[src/rtl/tick_scheduler.sv]
// rtl/tick_scheduler.sv - programmable tick prescaler with tick-driven round-robin slot arbiter
module tick_scheduler #(
  parameter int TICK_DIV = 100000,
  parameter int CNT_W    = 17,
  parameter int N_REQ    = 3,
  parameter int TIMEOUT  = 8
) (
  input  logic             clk,
  input  logic             reset,
  input  logic             div_load,
  input  logic [CNT_W-1:0] div_value,
  output logic             div_ack,
  input  logic [N_REQ-1:0] req,
  input  logic [N_REQ-1:0] done,
  output logic [N_REQ-1:0] grant,
  output logic             busy,
  output logic [1:0]       slot_owner,
  output logic             tick,
  output logic             timeout_err
);

  localparam int TC_W = $clog2(TIMEOUT + 1);
  localparam logic [0:0] S_IDLE  = 1'b0;
  localparam logic [0:0] S_OWNED = 1'b1;

  logic [CNT_W-1:0] r_cnt;
  logic [CNT_W-1:0] r_div;
  logic             r_tick;
  logic             r_div_ack;
  logic [0:0]       r_state;
  logic [N_REQ-1:0] r_grant;
  logic [1:0]       r_owner;
  logic [1:0]       r_last_owner;
  logic [TC_W-1:0]  r_tick_cnt;
  logic             r_timeout_err;

  logic             w_load_ok;
  logic             w_wrap;
  logic             w_pick_valid;
  logic [1:0]       w_pick;
  logic [1:0]       w_idx;

  assign w_load_ok = div_load && (div_value >= CNT_W'(2));
  assign w_wrap    = (r_cnt == r_div - CNT_W'(1));

  // A load restarts the period and suppresses any tick from a coincident wrap.
  always_ff @(posedge clk) begin
    if (!reset) begin
      r_cnt     <= '0;
      r_div     <= CNT_W'(TICK_DIV);
      r_tick    <= 1'b0;
      r_div_ack <= 1'b0;
    end else begin
      r_div_ack <= w_load_ok;
      if (w_load_ok) begin
        r_div  <= div_value;
        r_cnt  <= '0;
        r_tick <= 1'b0;
      end else if (w_wrap) begin
        r_cnt  <= '0;
        r_tick <= 1'b1;
      end else begin
        r_cnt  <= r_cnt + CNT_W'(1);
        r_tick <= 1'b0;
      end
    end
  end

  // Descending scan so the nearest requester after last_owner is the one kept.
  always_comb begin
    w_pick_valid = 1'b0;
    w_pick       = '0;
    w_idx        = '0;
    for (int k = N_REQ; k >= 1; k--) begin
      w_idx = 2'((int'(r_last_owner) + k) % N_REQ);
      if (req[w_idx]) begin
        w_pick_valid = 1'b1;
        w_pick       = w_idx;
      end
    end
  end

  always_ff @(posedge clk) begin
    if (!reset) begin
      r_state       <= S_IDLE;
      r_grant       <= '0;
      r_owner       <= '0;
      r_last_owner  <= 2'(N_REQ - 1);
      r_tick_cnt    <= '0;
      r_timeout_err <= 1'b0;
    end else begin
      r_timeout_err <= 1'b0;
      case (r_state)
        S_IDLE: begin
          if (r_tick && w_pick_valid) begin
            r_state    <= S_OWNED;
            r_grant    <= N_REQ'(1) << w_pick;
            r_owner    <= w_pick;
            r_tick_cnt <= '0;
          end
        end
        default: begin
          // Owner completion beats a same-cycle timeout.
          if (done[r_owner]) begin
            r_state      <= S_IDLE;
            r_grant      <= '0;
            r_last_owner <= r_owner;
          end else if (r_tick) begin
            if (r_tick_cnt == TC_W'(TIMEOUT - 1)) begin
              r_state       <= S_IDLE;
              r_grant       <= '0;
              r_last_owner  <= r_owner;
              r_timeout_err <= 1'b1;
            end else begin
              r_tick_cnt <= r_tick_cnt + TC_W'(1);
            end
          end
        end
      endcase
    end
  end

  assign div_ack     = r_div_ack;
  assign grant       = r_grant;
  assign busy        = (r_state == S_OWNED);
  assign slot_owner  = r_owner;
  assign tick        = r_tick;
  assign timeout_err = r_timeout_err;

endmodule

[config.mk]
export PLATFORM = sky130hd
export DESIGN_NAME = tick_scheduler
export DESIGN_NICKNAME = d
export VERILOG_FILES = /design/src/rtl/tick_scheduler.sv
export SDC_FILE = /design/constraint.sdc
export NUM_CORES = 1
export LEC_CHECK = 0
export BUFFER_PORTS_ARGS = -buffer_cell sky130_fd_sc_hd__buf_2
export CORE_MARGIN = 8
export CORE_UTILIZATION = 31
export CTS_CLUSTER_DIAMETER = 30
export DETAILED_ROUTE_END_ITERATION = 8
export PLACE_DENSITY = 0.53
export SETUP_SLACK_MARGIN = 0.3
export SYNTH_ARGS = -nofsm -noshare
export SYNTH_HDL_FRONTEND = slang
export SYNTH_SLANG_ARGS = --single-unit
[constraint.sdc]
create_clock -name clk -period 3 [get_ports clk]
set_input_delay 0.6 -clock clk [delete_from_list [all_inputs] [get_ports clk]]
set_output_delay 0.6 -clock clk [all_outputs]
set_load 0.03 [all_outputs]
Yosys cells after proc, flatten, opt, wreduce, memory -nomap -nowiden
Index checks and enable logic that the tools add are counted.
Cells by class
  $add $sub $neg: 6
  shifts and indexed selects: 1
  equal/unequal tests: 7
  reductions and logical operators: 12
  multiplexer cells: 34
  order comparisons: 5
  bitwise logic cells: 3
  div/mod/pow operators: 3
Operator list (count)
  $mod A32 B3 Y32 const B: 3
  $mux W4: 5
  $add A17 B1 Y17 const B: 1
  $eq A17 B17 Y1: 1
  $ge A17 B2 Y1 const B: 1
  $sub A17 B1 Y17 const B: 1
  $mux W3: 5
  $mux W1: 14
  $lt A2 B3 Y1 const B: 4
  $mux W2: 6
  $bmux W1 S2: 4
  $add A2 B2 Y3 const B: 2
  $ne A2 B2 Y1 const B: 3
  $reduce_and A3 Y1: 2
  $reduce_bool A2 Y1: 3
  $add A4 B1 Y4 const B: 1
  $eq A4 B3 Y1 const B: 1
  $reduce_and A4 Y1: 1
  $reduce_or A4 Y1: 1
  $add A2 B1 Y3 const B: 1
  $ne A3 B1 Y1 const B: 1
  $ne A3 B2 Y1 const B: 1
  $not A1 Y1: 3
  $reduce_or A3 Y1: 1
  other kinds (4): 5
Word-level totals
  input port bits: 26
  flip-flop bits (word level): 49

Logic depth before layout (Yosys ltp)
Gate-level depths: netlist of run 1.
  depth in word-level cells: 10
  gate-level depth with buffers: 10
  depth with buffers taken out: 8

Worst setup path after synthesis of run 1
Ideal clock, no wire load.
  path type: register -> register
  from: reg r_div[0]
  to: reg r_cnt[10]
  path buffers: 2
  clock period less this slack: 2190 ps
  required time: 2937 ps
  arrival time: 2127 ps
  setup slack: 810 ps
  library setup time: 63 ps
  stages on the path, launching flop included: 11
  cell sequence: dfxtp_1 > inv_1 > ha_1 > or3b_4 > or4_1 > nand4_1 > nor4_1 > and4_1 > buf_6 > buf_12 > nor2_4
Between the ends
  word-level cells in the longest chain between the ends: 3
Ends and longest elaborated chain
  start, declared: RTL line 27  | logic [CNT_W-1:0] r_div;
  start signal, assigned: RTL line 50  | r_div <= CNT_W'(TICK_DIV);
  start signal, assigned: RTL line 56  | r_div <= div_value;
  $sub A17 B1 Y17: RTL line 44  | assign w_wrap = (r_cnt == r_div - CNT_W'(1));
  $eq A17 B17 Y1: RTL line 44
  $reduce_or A3 Y1 (no source line)
  end signal, assigned: RTL line 63  | r_cnt <= r_cnt + CNT_W'(1);
  end, declared: RTL line 26  | logic [CNT_W-1:0] r_cnt;
No other way between the ends.
A chain may end at the register's enable or synchronous reset.

Final worst setup path of run 1
  from: reg r_div[0]
  to: reg r_tick (netlist: tick)
Between the ends
  word-level cells in the longest chain between the ends: 3
Ends and longest elaborated chain
  $sub A17 B1 Y17: RTL line 44
  $eq A17 B17 Y1: RTL line 44
  $mux W1: RTL line 59  | end else if (w_wrap) begin
  end signal, assigned: RTL line 58  | r_tick <= 1'b0;
  end signal, assigned: RTL line 61  | r_tick <= 1'b1;
  end signal, assigned: RTL line 64  | r_tick <= 1'b0;
  end, declared: RTL line 28  | logic r_tick;
No other way between the ends.

==> results.tsv, run 1 <==
metric	value	unit
WP data required	3.25	ns
Num CTS Buffers	5	
starting DRC count in detailed routing	93	
WHS	0.486	ns
Critical Path Source Type	register	
Std-Cell Rows	34	
syn avg cell area	8.31	um^2
Worst Hold Path EP	grant[0]	
Skew-Pair Late Insertion Delay	0.31	ns
htree depth	2	
Setup crit end kind	register	
Critical R2R Capture	tick	
vias	2375	
Cell Area, Synth	0.00279	mm^2
initial antenna violation count	0	
status	complete, no violations	
die footprint	0.0123	mm^2
WL/cell	13.2	um
drt via density	4.98	
placed inst area	0.00306	mm^2
RSZ-0062 raised after global routing	no	
fmax	415	MHz
total power	1.32	mW
CTS tree	built	
final-stage net count	399	
IO Port Bufs	34	
setup ws final	0.589	ns
Power Dens Cells	415	mW/mm^2
async set or reset register ratio after synthesis	0	%
Synth Area in Adders	2.60	%
die width	111	um
Slew headroom	61.0	%
R2R Path Start	r_div[0]	
TNS Setup	0	ns
Worst VDD drop	0.150	mV
main combinational cell family by area after synthesis	simple AND/OR/NAND/NOR gates	
non-filler cells, final	477	
CTS root buf	clkbuf_8	
r2r setup slk	0.59	ns
Post-synth EDFFs	0	
Cells after Synth	336	
area added between synthesis and finish	14.3	%
Max Clock Skew	0.00700	ns
Clock transition at path regs	0.10	ns
MaxCap Viol Count	0	
Critical Path Fanout Max	18	
pre-CTS worst setup slack	0.499	ns
n_diodes	0	
initial cell density of the core	32.0	%
GRT Total Usage	10.4	%
Setup violations, final	0	
fin crit share	80.4	%
die height	111	um
worst hold path type	reg2reg	
Ports	35	
CTS Hold Buffers Added	0	
worst-margin pin slew	0.580	ns
dpl cells	469	
XOR/XNOR Fraction of Synth Area	12.6	%
post-synthesis compound-gate area fraction	12.8	%
synth unique cells	50	
layout cells sized above 1	17.9	%
prevailing post-synth register cell	dfxtp_1	
# DRC	0	
global route total overflow	0	
Core Util, Final	36.6	%
drt first pass iters	4	
Seq/Total Area, Yosys	35.1	%
Sink Count	49	
Hold Path Stages	2	
leakage power	1.24	nW
vias in the first global route	2355	
Clock Path Buffers	2	
global-route wire length before repair	10900	um
mux cell area share after synthesis	1.08	%
critical path class	reg2reg	
Mapped Nets	367	
post_cts resized	0	
core area	0.00872	mm^2
post-detailed-route count of antenna-violating nets	0	
Final Max Tran Viols	0	
#FFs+latches synth	49	
CP Data Arrival Time	2.66	ns
RD Place Congestion	0.753	
Synth Area in Simple Gates	31.8	%
largest net degree at the start of global routing	31	
Synthesis Warnings	0	
final hold violations	0	
r2r worst-path depth	9	
Period minus WS final	2.41	ns
final WL	6280	um
Worst Hold Launch	grant[0]	
postcts setup bufs	0	
HPWL after DPL	4750	um
design area	0.00319	mm^2
[cell usage after synthesis, drive strengths merged (3+ instances only)]
cell | instances | area (um^2)
a21boi | 17 | 128
a21oi | 5 | 25.0
a31oi | 4 | 25.0
and2 | 5 | 31.3
and3 | 4 | 25.0
buf | 4 | 41.3
clkbuf | 9 | 33.8
dfxtp | 49 | 981
ha | 5 | 62.6
inv | 10 | 37.5
mux2i | 3 | 30.0
nand2 | 65 | 244
nand3 | 15 | 75.1
nand4 | 11 | 68.8
nor2 | 31 | 186
nor3 | 9 | 45.0
nor4 | 10 | 96.4
o211ai | 4 | 30.0
o21ai | 9 | 45.0
xnor2 | 22 | 193
xor2 | 18 | 158
[how the worst max path moves through the flow]
stage,to,startpoint,depth (start not counted),slack [ns]
after global placement,tick,r_div[0],9,0.59
after CTS,tick,r_div[0],9,0.46
final,tick,r_div[0],9,0.59
after floorplan,r_cnt[10],r_div[0],10,0.81
after detailed placement,tick,r_div[0],9,0.50
after global routing,tick,r_div[0],7,0.39
[routing by layer]
| metal | wire length (um) | vias up | global-route usage [%] |
|---|---|---|---|
| met3 | 267 | 10 | 2.87 |
| met4 | 91 | 0 | 3.96 |
| met1 | 3050 | 1088 | 12.5 |
| li1 | - | 1232 | - |
| met5 | 0 | - | 0 |
| met2 | 2860 | 45 | 17.1 |
[power breakdown]
| group | internal [mW] | total (mW) | switching [mW] |
|---|---|---|---|
| Sequential | 0.666 | 0.692 | 0.0264 |
| Clock | 0.271 | 0.496 | 0.225 |
| Combinational | 0.0637 | 0.136 | 0.0727 |
| Total | 1.00 | 1.32 | 0.324 |
[cell type report]
cell class                      instances  area (um^2)
Clock inverter                          2         37.5
Multi-Input combinational cell        264         1700
Tap cell                              108          135
Timing Repair Buffer                   38          213
Clock buffer                            6         82.6
Sequential cell                        49          981
Inverter                               10         37.5
Fill cell                             944         5530
[cells in the final DEF (no fill, tap or decap), types with 6 or more instances in the layout]
cell,netlist,final
inv_1,10,10
nor2_1,21,21
nand2_1,65,65
dfxtp_1,49,49
nand4_1,11,11
clkbuf_8,0,6
a21boi_0,17,17
o21ai_0,8,8
nor2_4,9,9
xor2_1,18,18
xnor2_1,22,22
nor3_1,9,9
buf_2,2,34
nand3_1,15,15
nor4_1,6,6
[registers in the layout (all words and copies together), names as in the netlist]
name / count
div_ack: 1
slot_owner: 2
r_div: 17
tick: 1
timeout_err: 1
r_tick_cnt: 4
grant: 3
busy: 1
r_cnt: 17
r_last_owner: 2
[worst max-delay path, cell delays in order, from the launching register on]
cell      delay, ns
dfxtp_1        0.38
inv_1          0.08
ha_1           0.19
or3b_4         0.43
a211oi_1       0.21
nand3_1        0.10
nor4_1         0.32
and4_1         0.29
buf_12         0.20
and2_1         0.14
[cells by family after synthesis]
| kind of cell | count (synthesis) |
|---|---|
| multiplexers | 3 |
| flip-flops | 49 |
| buffers and inverters | 23 |
| AO/OA/AOI/OAI | 51 |
| adder cells (fa/ha/maj) | 6 |
| XOR/XNOR | 40 |
| AND/OR/NAND/NOR | 164 |
Power figures use the tool's default switching activity.
==> inputs of run 2 (changes only) <==
--- a/config.mk
+++ b/config.mk
@@ -5,12 +5,13 @@
 export SDC_FILE = /design/constraint.sdc
 export NUM_CORES = 1
 export LEC_CHECK = 0
+export ABC_AREA = 1
 export BUFFER_PORTS_ARGS = -buffer_cell sky130_fd_sc_hd__buf_2
 export CORE_MARGIN = 8
 export CORE_UTILIZATION = 31
 export CTS_CLUSTER_DIAMETER = 30
 export DETAILED_ROUTE_END_ITERATION = 8
-export PLACE_DENSITY = 0.53
+export PLACE_DENSITY = 0.55
 export SETUP_SLACK_MARGIN = 0.3
 export SYNTH_ARGS = -nofsm -noshare
 export SYNTH_HDL_FRONTEND = slang
==> constraint.sdc (replaced) <==
create_clock -name clk -period 2 [get_ports clk]
set_input_delay 0.4 -clock clk [delete_from_list [all_inputs] [get_ports clk]]
set_output_delay 0.4 -clock clk [all_outputs]
set_load 0.03 [all_outputs]
==> run 2 against run 1 <==
Net effect: final area grew 24%; clock skew grew 0.0011 ns; routed wire length grew 32%; non-clock buffer count grew 25; power grew 60%; synthesized cell count grew 34%; clock-buffer cell count shrank 1.
==> results.tsv, run 2 <==
metric	value	unit	change
most frequent cells in the layout	nand2_1, inv_1, nor2_1, dfxtp_1, buf_2		was nand2_1, dfxtp_1, buf_2, xnor2_1, nor2_1
Sink Count	49		unchanged
leakage power	1.74	nW	was 1.24 nW
design area	0.00396	mm^2	was 0.00319 mm^2
worst hold path type	in2reg		was reg2reg
most common cell after layout, fill and taps aside	nand2_1		unchanged
Seq/Total Area, Yosys	33.2	%	was 35.1%
largest net degree at the start of global routing	17		was 31
Yosys top cell area share	33.2	%	was 35.1%
slowest stage delay, CP	0.34	ns	was 0.43 ns
Worst VDD drop	0.358	mV	was 0.150 mV
GRT Total Usage	12.6	%	was 10.4%
drt via density	4.67		was 4.98
synth unique cells	34		was 50
CP dominant cell by count	nand2_1		
Power Dens Cells	535	mW/mm^2	was 415 mW/mm^2
MaxCap Viol Count	0		unchanged
worst-margin pin slew	0.469	ns	was 0.580 ns
Worst Hold Launch	div_value[0]		was grant[0]
starting DRC count in detailed routing	147		was 93
CTS tree	built		unchanged
prevailing post-synth register cell	dfxtp_1		unchanged
Post-synth EDFFs	0		unchanged
#FFs+latches synth	49		unchanged
Num CTS Buffers	5		unchanged
global route total overflow	0		unchanged
Period minus WS final	1.81	ns	was 2.41 ns
final hold violations	0		unchanged
RSZ-0062 raised after global routing	yes		was no
initial antenna violation count	0		unchanged
Synth area leaders	dfxtp_1, nand2_1, inv_1		was dfxtp_1, nand2_1, xnor2_1
die width	114	um	was 111 um
vias in the first global route	2945		was 2,355
Critical Path Fanout Max	8		was 18
die footprint	0.0129	mm^2	was 0.0123 mm^2
async set or reset register ratio after synthesis	0	%	unchanged
Synthesis Warnings	0		unchanged
Setup crit end kind	register		unchanged
layout cells sized above 1	33.8	%	was 17.9%
post-detailed-route count of antenna-violating nets	0		unchanged
Cells after Synth	450		was 336
Largest regs	r_cnt x17, r_div x17, r_tick_cnt x4		unchanged
final-stage net count	548		was 399
final WL	8270	um	was 6280 um
Critical Path Source Type	register		unchanged
drt first pass iters	4		unchanged
Ports	35		unchanged
most frequent cells after synthesis	nand2_1, inv_1, nor2_1		was nand2_1, dfxtp_1, xnor2_1
RD Place Congestion	0.937		was 0.753
global-route wire length before repair	13400	um	was 10,900 um
CTS root buf	clkbuf_8		unchanged
fmax	552	MHz	was 415 MHz
# DRC	0		unchanged
Critical Path Source	r_div[1]		was r_div[0]
WP data required	2.21	ns	was 3.25 ns
vias	3019		was 2,375
critical path's slowest cell	dfxtp_2		was or3b_4
Slew headroom	68.7	%	was 61.0%
placed inst area	0.00335	mm^2	was 0.00306 mm^2
Cell Chain, Critical Path	buf_6, nor2_4, buf_4, nand3_1, nand2_2, nand2_1, nand2_1, nand2_1, nor2_1, nand2_1, nor2_2, nand2_4, nand2_8, nor2_2		was inv_1, ha_1, or3b_4, a211oi_1, nand3_1, nor4_1, and4_1, buf_12, and2_1
total power	2.12	mW	was 1.32 mW
status	complete, no violations		unchanged
WL/cell	12.8	um	was 13.2 um
Cell Area, Synth	0.00296	mm^2	was 0.00279 mm^2
core area	0.00924	mm^2	was 0.00872 mm^2
Setup violations, final	0		unchanged
Clock Path Buffers	2		unchanged
area added between synthesis and finish	34.0	%	was 14.3%
delay-heaviest family, CP	simple AND/OR/NAND/NOR gates		unchanged
IO Port Bufs	34		unchanged
fin crit share	90.6	%	was 80.4%
Max Clock Skew	0.00809	ns	was 0.00700 ns
die height	114	um	was 111 um
most common cell in the netlist	nand2_1		unchanged
Core Util, Final	42.9	%	was 36.6%
Clock transition at path regs	0.09	ns	was 0.10 ns
htree depth	2		unchanged
TNS Setup	0	ns	unchanged
CP Data Arrival Time	2.02	ns	was 2.66 ns
Final Max Tran Viols	0		unchanged
syn avg cell area	6.58	um^2	was 8.31 um^2
area leader, netlist	dfxtp_1		unchanged
R2R Path Start	r_div[1]		was r_div[0]
Skew-Pair Late Insertion Delay	0.31	ns	about the same
Mapped Nets	481		was 367
n_diodes	0		unchanged
critical path class	reg2reg		unchanged
Std-Cell Rows	35		was 34
initial cell density of the core	32.0	%	about the same
Buffers & Inverters on Critical Path	2		unchanged
HPWL after DPL	6190	um	was 4750 um
-- run 2: tightest hold or removal path, cell delays in order --
cell	delay (ns)
buf_2	0.08
nand2_1	0.04
o21ai_0	0.05
-- run 2: kinds of logic after synthesis --
kind of cell | share of synthesized area, %
simple gates | 38.6
buf+inv | 9.56
flops | 33.2
compound gates | 8.24
xor+xnor | 8.29
fa+ha+maj | 2.11
-- run 2: metrics by stage --
stage               hold slack (ns)  instances  setup slack, ns
detailed placement            0.470        614         -0.00504
CTS                           0.296        640            0.241
global route                  0.311        647           0.0667
finish                        0.294        647            0.187
global placement              0.469        614           0.0198
floorplan                     0.443        450            0.312
-- run 2: report_power, final --
group / switching, mW / internal [mW]
Sequential: 0.0314 / 0.999
Combinational: 0.216 / 0.147
Clock: 0.352 / 0.375
-- run 2: final cells by class --
| cell class | instances | area [um^2] |
|---|---|---|
| fill | 968 | 5280 |
| multi-input combinational | 331 | 2010 |
| sequential | 49 | 1000 |
| timing repair buffer | 63 | 419 |
| inverter | 67 | 256 |
| tap | 129 | 161 |
| clock buffer | 5 | 68.8 |
| clock inverter | 3 | 43.8 |
-- run 2: final timing paths --
| check | to | slack [ns] | cells past startpoint |
|---|---|---|---|
| min | r_div[0] | 0.29 | 3 |
| max reg2reg | r_cnt[14] | 0.19 | 14 |
| max | r_cnt[14] | 0.19 | 14 |
| min reg2reg | r_cnt[0] | 0.45 | 1 |
-- run 2: timing repair --
| action | in CTS | in global routing |
|---|---|---|
| hold endpoints to repair | 0 | 0 |
| hold buffers | 0 | 0 |
| gates cloned | 2 | 0 |
| pin swaps | 19 | 30 |
| setup buffers | 16 | 7 |
| gates resized for setup | 37 | 60 |
| endpoints found under the setup margin | 27 | 35 |
-- run 2: layer usage --
layer | global-route usage, % | routed length [um] | part of all wire, % | vias to the layer above
met5 | 0 | 0 | 0 | -
met4 | 5.77 | 247 | 3.0 | 0
met3 | 1.85 | 225 | 2.7 | 14
met2 | 22.6 | 4280 | 52 | 52
met1 | 14.4 | 3520 | 43 | 1395
li1 | - | - | - | 1558
==> inputs of run 3 (changes only) <==
==> constraint.sdc (replaced) <==
create_clock -name clk -period 2 [get_ports clk]
set_input_delay 0.4 -clock clk [delete_from_list [all_inputs] [get_ports clk]]
set_output_delay 0.4 -clock clk [all_outputs]
set_load 0.1 [all_outputs]
==> run 3 against run 2 <==
Net effect: clock-buffer cell count did not move; power fell by 4.8%; sequential share of layout area rose by 1.1 points; clock skew rose by 0.0010 ns; via count fell by 3.5%.
==> results.tsv, run 3 (synthesis results as in run 2) <==
metric	value	unit	change
CTS Hold Buffers Added	0		unchanged
Setup violations, final	0		unchanged
n_diodes	0		unchanged
vias	2913		was 3,019
CP Data Arrival Time	2.01	ns	was 2.02 ns
Final Max Tran Viols	0		unchanged
starting DRC count in detailed routing	103		was 147
Worst VDD drop	0.253	mV	was 0.358 mV
leakage power	1.65	nW	was 1.74 nW
Critical Path Fanout Max	8		unchanged
die width	114	um	unchanged
Setup crit end kind	register		unchanged
fin crit share	89.3	%	was 90.6%
die footprint	0.0129	mm^2	unchanged
final-stage net count	537		was 548
design area	0.00380	mm^2	was 0.00396 mm^2
fmax	560	MHz	was 552 MHz
Largest regs	r_cnt x17, r_div x17, r_tick_cnt x4		unchanged
drt first pass iters	4		unchanged
MaxCap Viol Count	0		unchanged
placed inst area	0.00333	mm^2	was 0.00335 mm^2
WP data required	2.22	ns	was 2.21 ns
Power Dens Cells	532	mW/mm^2	was 535 mW/mm^2
initial antenna violation count	0		unchanged
worst-margin pin slew	0.489	ns	was 0.469 ns
Clock transition at path regs	0.11	ns	was 0.09 ns
Num CTS Buffers	5		unchanged
RD Place Congestion	0.848		was 0.937
final WL	7620	um	was 8270 um
critical path class	reg2reg		unchanged
worst hold path type	in2reg		unchanged
Ports	35		unchanged
layout cells sized above 1	31.2	%	was 33.8%
WHS	0.295	ns	was 0.294 ns
Skew-Pair Late Insertion Delay	0.31	ns	about the same
core area	0.00924	mm^2	unchanged
WL/cell	12.0	um	was 12.8 um
HPWL after DPL	5970	um	was 6190 um
RSZ-0062 raised after global routing	yes		unchanged
setup ws final	0.214	ns	was 0.187 ns
CTS root buf	clkbuf_8		unchanged
area added between synthesis and finish	28.3	%	was 34.0%
TNS Setup	0	ns	unchanged
status	complete, no violations		unchanged
Std-Cell Rows	35		unchanged
total power	2.02	mW	was 2.12 mW
die height	114	um	unchanged
post-detailed-route count of antenna-violating nets	0		unchanged
Slew headroom	67.6	%	was 68.7%
Layout fillers	992		was 968
vias in the first global route	2765		was 2,945
largest net degree at the start of global routing	19		was 17
IO Port Bufs	34		unchanged
Clock Path Buffers	2		unchanged
Max Clock Skew	0.00913	ns	was 0.00809 ns
most common cell after layout, fill and taps aside	nand2_1		unchanged
most frequent cells in the layout	nand2_1, inv_1, nor2_1, dfxtp_1, nand3_1		was nand2_1, inv_1, nor2_1, dfxtp_1, buf_2
drt via density	4.58		was 4.67
htree depth	2		unchanged
# DRC	0		unchanged
Critical Path Source Type	register		unchanged
global-route wire length before repair	12800	um	was 13,400 um
Sink Count	49		unchanged
pre-CTS worst setup slack	0.0358	ns	was -0.00504 ns
global route total overflow	0		unchanged
GRT Total Usage	12.2	%	was 12.6%
CTS tree	built		unchanged
initial cell density of the core	32.0	%	unchanged
Period minus WS final	1.79	ns	was 1.81 ns
final hold violations	0		unchanged
[run 3: cell types whose count changed in the layout (fill, tap and decap cells not counted), sizes merged]
cell / previous run / this run
inv: 67 / 69
clkinv: 2 / 1
buf: 63 / 52
bufinv: 1 / 0
[run 3: routing by layer]
layer  global-route usage, %  routed length, um
met1                    14.9               3630
met2                    21.0               3670
met3                    2.01                210
met4                    4.09                112
met5                       0                  0
[run 3: repair_timing]
action,4_1_cts,5_1_grt
resized for setup,35,46
cloned,2,0
setup endpoints to repair,27,33
buffers inserted,11,2
endpoints found under the hold margin,0,0
pin swaps,12,24
[run 3: stage by stage]
| step | util, % | cells |
|---|---|---|
| finish | 41.1 | 636 |
| global route | 41.1 | 636 |
| CTS | 39.5 | 634 |
| detailed placement | 36.1 | 613 |
| global placement | 36.1 | 613 |
| floorplan | - | 450 |
[run 3: layout make-up]
cell class                 instances  area, um^2  share of cell area [%]
clock inverter                     3        26.3                   0.692
clock buffer                       5        68.8                    1.81
multi-input combinational        331        1970                    51.8
inverter                          67         256                    6.76
sequential                        49        1000                    26.4
timing repair buffer              52         317                    8.34
tap                              129         161                    4.25
[run 3: final timing paths]
| path | start | to | slack [ns] | depth (start not counted) |
|---|---|---|---|---|
| hold / removal | div_value[0] | r_div[0] | 0.29 | 3 |
| setup reg to reg | r_div[1] | r_cnt[12] | 0.21 | 13 |
| setup / recovery | r_div[1] | r_cnt[12] | 0.21 | 13 |
| hold reg to reg | r_cnt[0] | r_cnt[0] | 0.45 | 1 |
[run 3: where the power goes]
group	internal, mW	switching (mW)	total (mW)
combinational	0.135	0.213	0.348
sequential	0.998	0.0291	1.03
clock	0.261	0.383	0.644
[run 3: critical path, cell delays in order (launching register included)]
cell     delay (ns)
dfxtp_2        0.35
inv_2          0.08
ha_4           0.16
nand2_4        0.08
nor2_4         0.18
nand3_2        0.08
nand2_1        0.09
nand2_1        0.06
nor2_2         0.09
nand2_1        0.07
nor2_2         0.13
nand2_4        0.12
nand2_8        0.14
nor2_2         0.05
